--- config.mk ---
export PLATFORM = sky130hd
export DESIGN_NAME = fifo_wr_arb_flat
export DESIGN_NICKNAME = d
export VERILOG_FILES = /design/src/rtl/fifo_wr_arb_pkg.sv /design/src/rtl/fifo_wr_arb_if.sv /design/src/rtl/fifo_wr_arb_rr_pick.sv /design/src/rtl/fifo_wr_arb.sv /design/src/flat_wrapper.sv
export SDC_FILE = /design/constraint.sdc
export NUM_CORES = 1
export LEC_CHECK = 0
export CAP_MARGIN = 20
export CORE_MARGIN = 8
export CORE_UTILIZATION = 38
export CTS_BUF_LIST = sky130_fd_sc_hd__clkbuf_8
export DETAILED_ROUTE_END_ITERATION = 8
export PLACE_DENSITY = 0.78
export SLEW_MARGIN = 30
export SYNTH_ARGS = -nofsm -noshare
export SYNTH_HDL_FRONTEND = slang
export SYNTH_SLANG_ARGS = --single-unit
--- constraint.sdc ---
create_clock -name i_clk -period 3.45 [get_ports i_clk]
set_clock_uncertainty 0.1 [all_clocks]
set_input_delay 0.345 -clock i_clk [delete_from_list [all_inputs] [get_ports i_clk]]
set_output_delay 0.345 -clock i_clk [all_outputs]
set_load 0.05 [all_outputs]
--- src/rtl/fifo_wr_arb_pkg.sv ---
// Shared types for the FIFO write arbiter: FSM state encoding and default widths.
package fifo_pkg;

    typedef enum logic {
        IDLE   = 1'b0,
        LOCKED = 1'b1
    } state_t;

    localparam int FIFO_DATA_WIDTH = 8;
    localparam int FIFO_NUM_REQ    = 4;
    localparam int FIFO_MAX_REQ    = 8;

endpackage

--- src/rtl/fifo_wr_arb_if.sv ---
// Requester/FIFO-side bundle of the write arbiter; master drives requests, slave is the arbiter.
interface fifo_wr_arb_if
    import fifo_pkg::*;
#(
    parameter int DATA_WIDTH = FIFO_DATA_WIDTH,
    parameter int NUM_REQ    = FIFO_NUM_REQ
);
    // A beat moves in the cycle where i_req_valid[k] and o_req_ready[k] are both high;
    // ready is only raised together with o_fifo_wr, never while i_fifo_full is high.
    logic [NUM_REQ-1:0]            i_req_valid;
    logic [NUM_REQ*DATA_WIDTH-1:0] i_req_data;
    logic [NUM_REQ-1:0]            i_req_last;
    logic [NUM_REQ-1:0]            o_req_ready;
    logic                          i_fifo_full;
    logic                          o_fifo_wr;
    logic [DATA_WIDTH-1:0]         o_fifo_wr_data;

    modport master (
        output i_req_valid, i_req_data, i_req_last, i_fifo_full,
        input  o_req_ready, o_fifo_wr, o_fifo_wr_data
    );

    modport slave (
        input  i_req_valid, i_req_data, i_req_last, i_fifo_full,
        output o_req_ready, o_fifo_wr, o_fifo_wr_data
    );

endinterface

--- src/rtl/fifo_wr_arb_rr_pick.sv ---
// Combinational round-robin picker: first set bit of valid at or after start, wrapping.
module rr_pick #(
    parameter  int N  = 4,
    localparam int IW = $clog2(N)
) (
    input  logic [N-1:0]  valid,
    input  logic [IW-1:0] start,
    output logic [IW-1:0] idx,
    output logic          found
);

    logic [IW-1:0] probe;

    always_comb begin
        idx   = '0;
        found = 1'b0;
        probe = start;
        for (int i = 0; i < N; i++) begin
            if (!found && valid[probe]) begin
                idx   = probe;
                found = 1'b1;
            end
            probe = (probe == IW'(N - 1)) ? '0 : probe + 1'b1;
        end
    end

endmodule

--- src/rtl/fifo_wr_arb.sv ---
// Multi-requester FIFO write arbiter with message locking.
// Define FIFO_WR_ARB_PRIO_EN to give requester 0 absolute priority while idle.
module fifo_wr_arb
    import fifo_pkg::*;
#(
    parameter  int DATA_WIDTH = FIFO_DATA_WIDTH,
    parameter  int NUM_REQ    = FIFO_NUM_REQ,
    localparam int ID_WIDTH   = $clog2(NUM_REQ)
) (
    input  logic                i_clk,
    input  logic                i_rst_n,
    fifo_wr_arb_if.slave        bus,
    output logic                o_locked,
    output logic [ID_WIDTH-1:0] o_grant_id,
    output state_t              o_state
);

    state_t                state, state_nxt;
    logic [ID_WIDTH-1:0]   rr_ptr, rr_nxt;
    logic [ID_WIDTH-1:0]   owner, owner_nxt;
    logic [ID_WIDTH-1:0]   pick_idx;
    logic                  pick_found;
    logic [ID_WIDTH-1:0]   sel_idx;
    logic                  sel_valid;
    logic                  sel_last;
    logic [DATA_WIDTH-1:0] sel_data;
    logic                  xfer;

    function automatic logic [ID_WIDTH-1:0] next_idx(input logic [ID_WIDTH-1:0] i);
        return (i == ID_WIDTH'(NUM_REQ - 1)) ? '0 : i + 1'b1;
    endfunction

    rr_pick #(.N(NUM_REQ)) u_rr_pick (
        .valid (bus.i_req_valid),
        .start (rr_ptr),
        .idx   (pick_idx),
        .found (pick_found)
    );

    // Locked messages bypass arbitration entirely: only the owner is ever looked at.
    always_comb begin
        sel_idx   = owner;
        sel_valid = 1'b0;
        sel_last  = 1'b0;
        sel_data  = '0;
        if (state == IDLE) begin
`ifdef FIFO_WR_ARB_PRIO_EN
            sel_idx = bus.i_req_valid[0] ? '0 : pick_idx;
`else
            sel_idx = pick_idx;
`endif
        end
        for (int k = 0; k < NUM_REQ; k++) begin
            if (sel_idx == ID_WIDTH'(k)) begin
                sel_valid = bus.i_req_valid[k];
                sel_last  = bus.i_req_last[k];
                sel_data  = bus.i_req_data[k*DATA_WIDTH +: DATA_WIDTH];
            end
        end
        if (state == IDLE && !pick_found) sel_valid = 1'b0;
    end

    assign xfer = sel_valid && !bus.i_fifo_full && i_rst_n;

    always_comb begin
        state_nxt = state;
        rr_nxt    = rr_ptr;
        owner_nxt = owner;
        if (xfer) begin
            case (state)
                IDLE: begin
                    if (sel_last) begin
                        rr_nxt = next_idx(sel_idx);
                    end else begin
                        state_nxt = LOCKED;
                        owner_nxt = sel_idx;
                    end
                end
                LOCKED: begin
                    if (sel_last) begin
                        state_nxt = IDLE;
                        rr_nxt    = next_idx(owner);
                    end
                end
                default: state_nxt = IDLE;
            endcase
        end
    end

    always_ff @(posedge i_clk or negedge i_rst_n) begin
        if (!i_rst_n) begin
            state      <= IDLE;
            rr_ptr     <= '0;
            owner      <= '0;
            o_grant_id <= '0;
        end else begin
            state  <= state_nxt;
            rr_ptr <= rr_nxt;
            owner  <= owner_nxt;
            if (xfer) o_grant_id <= sel_idx;
        end
    end

    always_comb begin
        bus.o_req_ready = '0;
        if (xfer) bus.o_req_ready[sel_idx] = 1'b1;
        bus.o_fifo_wr      = xfer;
        bus.o_fifo_wr_data = sel_data;
        o_locked           = (state == LOCKED);
        o_state            = state;
    end

endmodule

--- src/flat_wrapper.sv ---
// flat-port wrapper written by rule: the top's interface ports become plain ports
module fifo_wr_arb_flat import fifo_pkg::*;
#(
    parameter  int DATA_WIDTH = FIFO_DATA_WIDTH,
    parameter  int NUM_REQ    = FIFO_NUM_REQ,
    localparam int ID_WIDTH   = $clog2(NUM_REQ)
)
  (i_clk, i_rst_n, o_locked, o_grant_id, o_state, bus_i_req_valid, bus_i_req_data, bus_i_req_last, bus_i_fifo_full, bus_o_req_ready, bus_o_fifo_wr, bus_o_fifo_wr_data);
  fifo_wr_arb_if #(.DATA_WIDTH(DATA_WIDTH), .NUM_REQ(NUM_REQ)) bus_i ();
  input  logic i_clk;
  input  logic i_rst_n;
  output logic o_locked;
  output logic [ID_WIDTH-1:0] o_grant_id;
  output state_t o_state;
  input wire logic [$bits(bus_i.i_req_valid)-1:0] bus_i_req_valid;
  input wire logic [$bits(bus_i.i_req_data)-1:0] bus_i_req_data;
  input wire logic [$bits(bus_i.i_req_last)-1:0] bus_i_req_last;
  input wire logic [$bits(bus_i.i_fifo_full)-1:0] bus_i_fifo_full;
  output wire logic [$bits(bus_i.o_req_ready)-1:0] bus_o_req_ready;
  output wire logic [$bits(bus_i.o_fifo_wr)-1:0] bus_o_fifo_wr;
  output wire logic [$bits(bus_i.o_fifo_wr_data)-1:0] bus_o_fifo_wr_data;
  assign bus_i.i_req_valid = bus_i_req_valid;
  assign bus_i.i_req_data = bus_i_req_data;
  assign bus_i.i_req_last = bus_i_req_last;
  assign bus_i.i_fifo_full = bus_i_fifo_full;
  assign bus_o_req_ready = bus_i.o_req_ready;
  assign bus_o_fifo_wr = bus_i.o_fifo_wr;
  assign bus_o_fifo_wr_data = bus_i.o_fifo_wr_data;
  fifo_wr_arb #(.DATA_WIDTH(DATA_WIDTH), .NUM_REQ(NUM_REQ)) u_core (.i_clk(i_clk), .i_rst_n(i_rst_n), .bus(bus_i), .o_locked(o_locked), .o_grant_id(o_grant_id), .o_state(o_state));
endmodule
=== Yosys cells after proc, flatten, opt, wreduce, memory -nomap -nowiden ===
Cells that the tools add are included.

* Flip-flop bits (word level): 7
* Bits of input ports: 43

* Add/sub/neg operators: 5
* Order comparisons: 6
* Equal/unequal tests: 9
* Muxes and demuxes: 42
* Bitwise gates (word level): 2
* Reduce and logical (&&, ||, !) cells: 15

{| class="wikitable"
|+ Operators with widths
! cell !! number
|-
| 2-to-1 mux 8 bit || 4
|-
| 2-to-1 mux 2 bit || 12
|-
| 2-to-1 mux 1 bit || 19
|-
| < comparator 2 x 3 -> 1 bit, second input constant || 5
|-
| equality test 2 bit, second input constant || 6
|-
| adder 2 x 1 -> 2 bit, second input constant || 5
|-
| binary-select mux 1 bit (select 2 bit) || 4
|-
| logical AND 1 bit || 7
|-
| AND reduction 3 bit || 2
|-
| logical NOT 1 bit || 5
|-
| 2-to-1 mux 4 bit || 1
|-
| case mux 2 bit (2 select lines) || 1
|-
| demux 1 bit (select 2 bit) || 1
|-
| equality test 2 x 1 -> 1 bit, second input constant || 1
|-
| >= comparator 2 x 1 -> 1 bit, second input constant || 1
|-
| logical NOT 2 bit || 1
|-
| inequality test 2 x 1 -> 1 bit, second input constant || 1
|-
| inequality test 2 bit, second input constant || 1
|-
| NOT 1 bit || 2
|}

=== Depth between registers and ports, before layout ===
* Word-level depth: 22
* Mapped depth: 14
* Mapped depth without buffers: 12

=== By module ===
A second synthesis with hierarchy kept.

* Cell total of the unflattened synthesis: 142
* Area, all modules: 1042.2 um^2

{| class="wikitable"
|+ By module, submodules not included
! module !! times used !! cells an instance !! area an instance (um^2)
|-
| fifo_wr_arb || 1 || 101 || 757.0
|-
| rr_pick || 1 || 41 || 285.3
|}

=== Worst setup path before layout ===
Ideal clock, no wire load.

* Kind: reg-to-output
* Start: register u_core.rr_ptr[0]
* End: output bus_o_fifo_wr_data[0]
* Data arrival time: 4118 ps
* Path slack: -1113 ps
* Stages on the path, launching flop included: 12
* Buffers on the path: 2
* Path through: dfrtp_1 -> ha_1 -> mux4_2 -> a21o_1 -> a211o_1 -> a221oi_4 -> nand2b_1 -> ha_1 -> clkbuf_1 -> buf_1 -> a21oi_1 -> o21ai_0

* Longest elaborated chain between the ends: 18

{| class="wikitable"
|+ RTL lines
! what !! RTL line !! text
|-
| start, declared || fifo_wr_arb.sv:19 || <nowiki>logic [ID_WIDTH-1:0] rr_ptr, rr_nxt;</nowiki>
|-
| start signal, assigned || fifo_wr_arb.sv:98 || <nowiki>rr_ptr <= rr_nxt;</nowiki>
|-
| parallel branches: the longest is 11 deep, another holds adder 2 x 1 -> 2 bit || - ||
|-
| 2-to-1 mux 2 bit * || fifo_wr_arb_rr_pick.sv:19 || <nowiki>if (!found && valid[probe]) begin</nowiki>
|-
| 2-to-1 mux 2 bit * || fifo_wr_arb.sv:46 || <nowiki>if (state == IDLE) begin</nowiki>
|-
| via u_core.sel_idx[1] || fifo_wr_arb.sv:23 || <nowiki>logic [ID_WIDTH-1:0] sel_idx;</nowiki>
|-
| logical NOT 2 bit || fifo_wr_arb.sv:54 || <nowiki>if (sel_idx == ID_WIDTH'(k)) begin</nowiki>
|-
| 2-to-1 mux 8 bit (3 in series) || fifo_wr_arb.sv:54 ||
|-
| 2-to-1 mux 8 bit * || fifo_wr_arb.sv:54 ||
|-
| end, declared || flat_wrapper.sv:21 || <nowiki>output wire logic [$bits(bus_i.o_fifo_wr_data)-1:0] bus_o_fifo_wr_data;</nowiki>
|}

Mark *: on every way through the listed nets, which the timed path passes. The select of a mux whose other input is x is not followed.

=== Worst setup path in the final report ===
* Start: register u_core.rr_ptr[1]
* End: output bus_o_req_ready[1]

* Longest elaborated chain between the ends: 22

{| class="wikitable"
|+ RTL lines
! what !! RTL line !! text
|-
| parallel branches: the longest is 21 deep, another holds adder 2 x 1 -> 2 bit || - ||
|-
| 2-to-1 mux 4 bit * || fifo_wr_arb.sv:106 || <nowiki>if (xfer) bus.o_req_ready[sel_idx] = 1'b1;</nowiki>
|-
| end, declared || flat_wrapper.sv:19 || <nowiki>output wire logic [$bits(bus_i.o_req_ready)-1:0] bus_o_req_ready;</nowiki>
|}

Every way passes the cells marked *. The select of a mux whose other input is x is not followed.

==> reports/results.ini <==
[run_status]
status=complete, but fails checks
violations=negative setup slack

[timing]
worst_slack_ps=-405
grt_setup_unrepaired=true
finalHoldViolCount=0
timing.fmax_mhz=259
slew_headroom=0.664
setup_viol=20
finalCritPeriodShare=1.12
tightest_slew_ps=503
slew_violations=0
min_period_ps=3860

[min_path]
min_path_type=in2async

[detailed_routing]
drt_iter0_markers=77
wl_met1_mm=2.00
vias_per_cell=5.53
topRoutingLayerUsed=met4
met3WireLength_microns=203
wl_per_cell_microns=17.7
wirelength_mm=5.07
drcViolationCount=0
ant_nets=0
dr_wl_met2_mm=2.83
dr.pass1.iters=4
via_count=1583

[logic_synthesis]
yosys.area.top_type_share=0.139
ys_ff_latch=7
yosysSeqAreaShare=0.139
async_reset_ff_frac=1.00
synthDistinctLibCells=48
yosys-top-cells-area=dfrtp_1, ha_1, a21oi_1
syn_area_per_cell_sq_um=7.79
synth_edf_count=0
syn-cell-area_sq_mm=0.00126
syn_inst=162
ys.flop_type=dfrtp_1
synth_top_area_cell=dfrtp_1
ys_warn_count=0
synth_nets=211

[clock_tree]
root_buffer=clkbuf_8
cts_buffers=3
cts_hold_buffers=0
cts_sinks=7
htreeDepth=1
cts_tree=yes
clk-insertion-delay-late_ps=230
clockBufferDepth=2
clk_pin_slew_ps=40

[die]
dieWidth_microns=73.6
initial_core_util=0.387
rows=21
die-area_sq_mm=0.00542
core-area_sq_mm=0.00326
ios=60
die_y_microns=73.6

[cells_and_area]
final_cell_mix=clkdlybuf4s50_1, buf_4, nand2_1
drive_gt1_frac=0.421
final_cells=286
fin_nets=290
final_area_sq_mm=0.00252
final_common_cell=clkdlybuf4s50_1
num_antenna_cells=0
area.growth.synth_to_final_pct=99.5

[critical_path]
r2r-end=u_core.owner[0]$_DFFE_PN0P_
cp-end-kind=output pin
arrival_ps=3410
cp.required_ps=3000
path_max_fanout=5
rrSetupSlack_ps=-350
startpoint_type=flop
r2r_start=u_core.rr_ptr[1]$_DFFE_PN0P_
crit_type=reg2out
reg2reg_depth=14

[global_routing]
grt_pass1_vias=1587
grt_pass1_wl_mm=7.78
antenna_found_initial=0
grt_start_max_net_pins=20
track_usage=0.182
overflow=0

[placed_design]
place_area_sq_mm=0.00233
dp_cells=277
dpl.hpwl_mm=3.86
gp_congestion=0.838
io_buffer_count=59

[flow_run]
drv_cap=0

-- state kept, by name, summed over array words and instances, names as in the netlist --
name and cells:
u_core.rr_ptr 2, u_core.owner 2, u_core.o_grant_id 2, u_core.o_locked 1
-- critical path, stage by stage, from the launching register on --
cell and delay, ps:
dfrtp_1 410, ha_4 310, mux4_2 520, a21o_1 170, a211o_1 290, a221oi_4 280
a21oi_2 90, ha_4 210, o211ai_1 220, and4b_2 320, and3_4 210, buf_12 130
-- cell usage after synthesis, types with 2 or more instances --
library cell and n:
inv_1 3, nand4b_1 2, buf_2 4, mux4_2 2
o221ai_1 2, nor2b_1 10, a21o_1 2, o211ai_1 3
clkbuf_1 5, a21oi_1 14, mux2i_1 4, nor4_1 2
nand2b_1 2, o21ai_0 11, mux2_1 2, mux2_2 5
ha_1 6, and3b_1 2, nand3_1 2, nor3b_1 5
nand2_1 14, a22oi_1 9, dfrtp_1 7, nor4b_1 2
and3_1 4, nor2_1 12, buf_4 5
-- kinds of logic (layout without fill, tap and decap cells) --
family / count (synthesis) / in the layout / synth area share
compound gates: 53 / 53 / 0.298
fa+ha+maj: 6 / 6 / 0.0595
buf+inv: 19 / 97 / 0.0813
flops: 7 / 7 / 0.139
mux: 13 / 13 / 0.130
simple gates: 64 / 64 / 0.292
-- layout make-up --
class | instances | area (sq um)
Clock inverter | 1 | 3.75
Multi-Input combinational cell | 136 | 1260
Inverter | 3 | 11.3
Tap cell | 46 | 57.6
Fill cell | 244 | 739
Sequential cell | 7 | 176
Timing Repair Buffer | 90 | 965
Clock buffer | 3 | 41.3
-- metal layers --
metal / up-vias / track usage
met5: - / 0
met4: 0 / 0.0333
met3: 6 / 0.0286
met2: 44 / 0.342
met1: 774 / 0.207
li1: 759 / -
-- metrics by stage --
step / TNS, ps / util / hold slack, ps / worst slack (ps)
floorplan: -381 / - / -50.6 / -81.2
global placement: -4170 / 0.715 / 395 / -333
detailed placement: -5880 / 0.715 / 405 / -435
CTS: -6020 / 0.759 / 309 / -435
global route: -9240 / 0.773 / 342 / -558
finish: -6120 / 0.773 / 320 / -405
-- what timing repair did --
item / CTS / global route
endpoints found under the setup margin: 19 / 20
gates resized for setup: 19 / 8
setup buffers: 3 / 3
pin swaps: 7 / 10
gates cloned: 0 / 0
-- how the worst max path moves through the flow --
stage,from,end,slack (ps),depth (start not counted)
finish,u_core.rr_ptr[1]$_DFFE_PN0P_,bus_o_req_ready[1],-410,11
global route,u_core.rr_ptr[1]$_DFFE_PN0P_,bus_o_req_ready[1],-560,11
floorplan,u_core.rr_ptr[0]$_DFFE_PN0P_,u_core.o_grant_id[0]$_DFFE_PN0P_,-80,12
global placement,bus_i_req_valid[1],bus_o_fifo_wr_data[4],-330,13
CTS,u_core.rr_ptr[1]$_DFFE_PN0P_,bus_o_req_ready[0],-440,11
detailed placement,bus_i_req_valid[1],bus_o_fifo_wr_data[1],-440,13
Power is left out: the tool's default activity adds up to more than one toggle a clock period on the data nets, which glitch-free logic cannot reach.
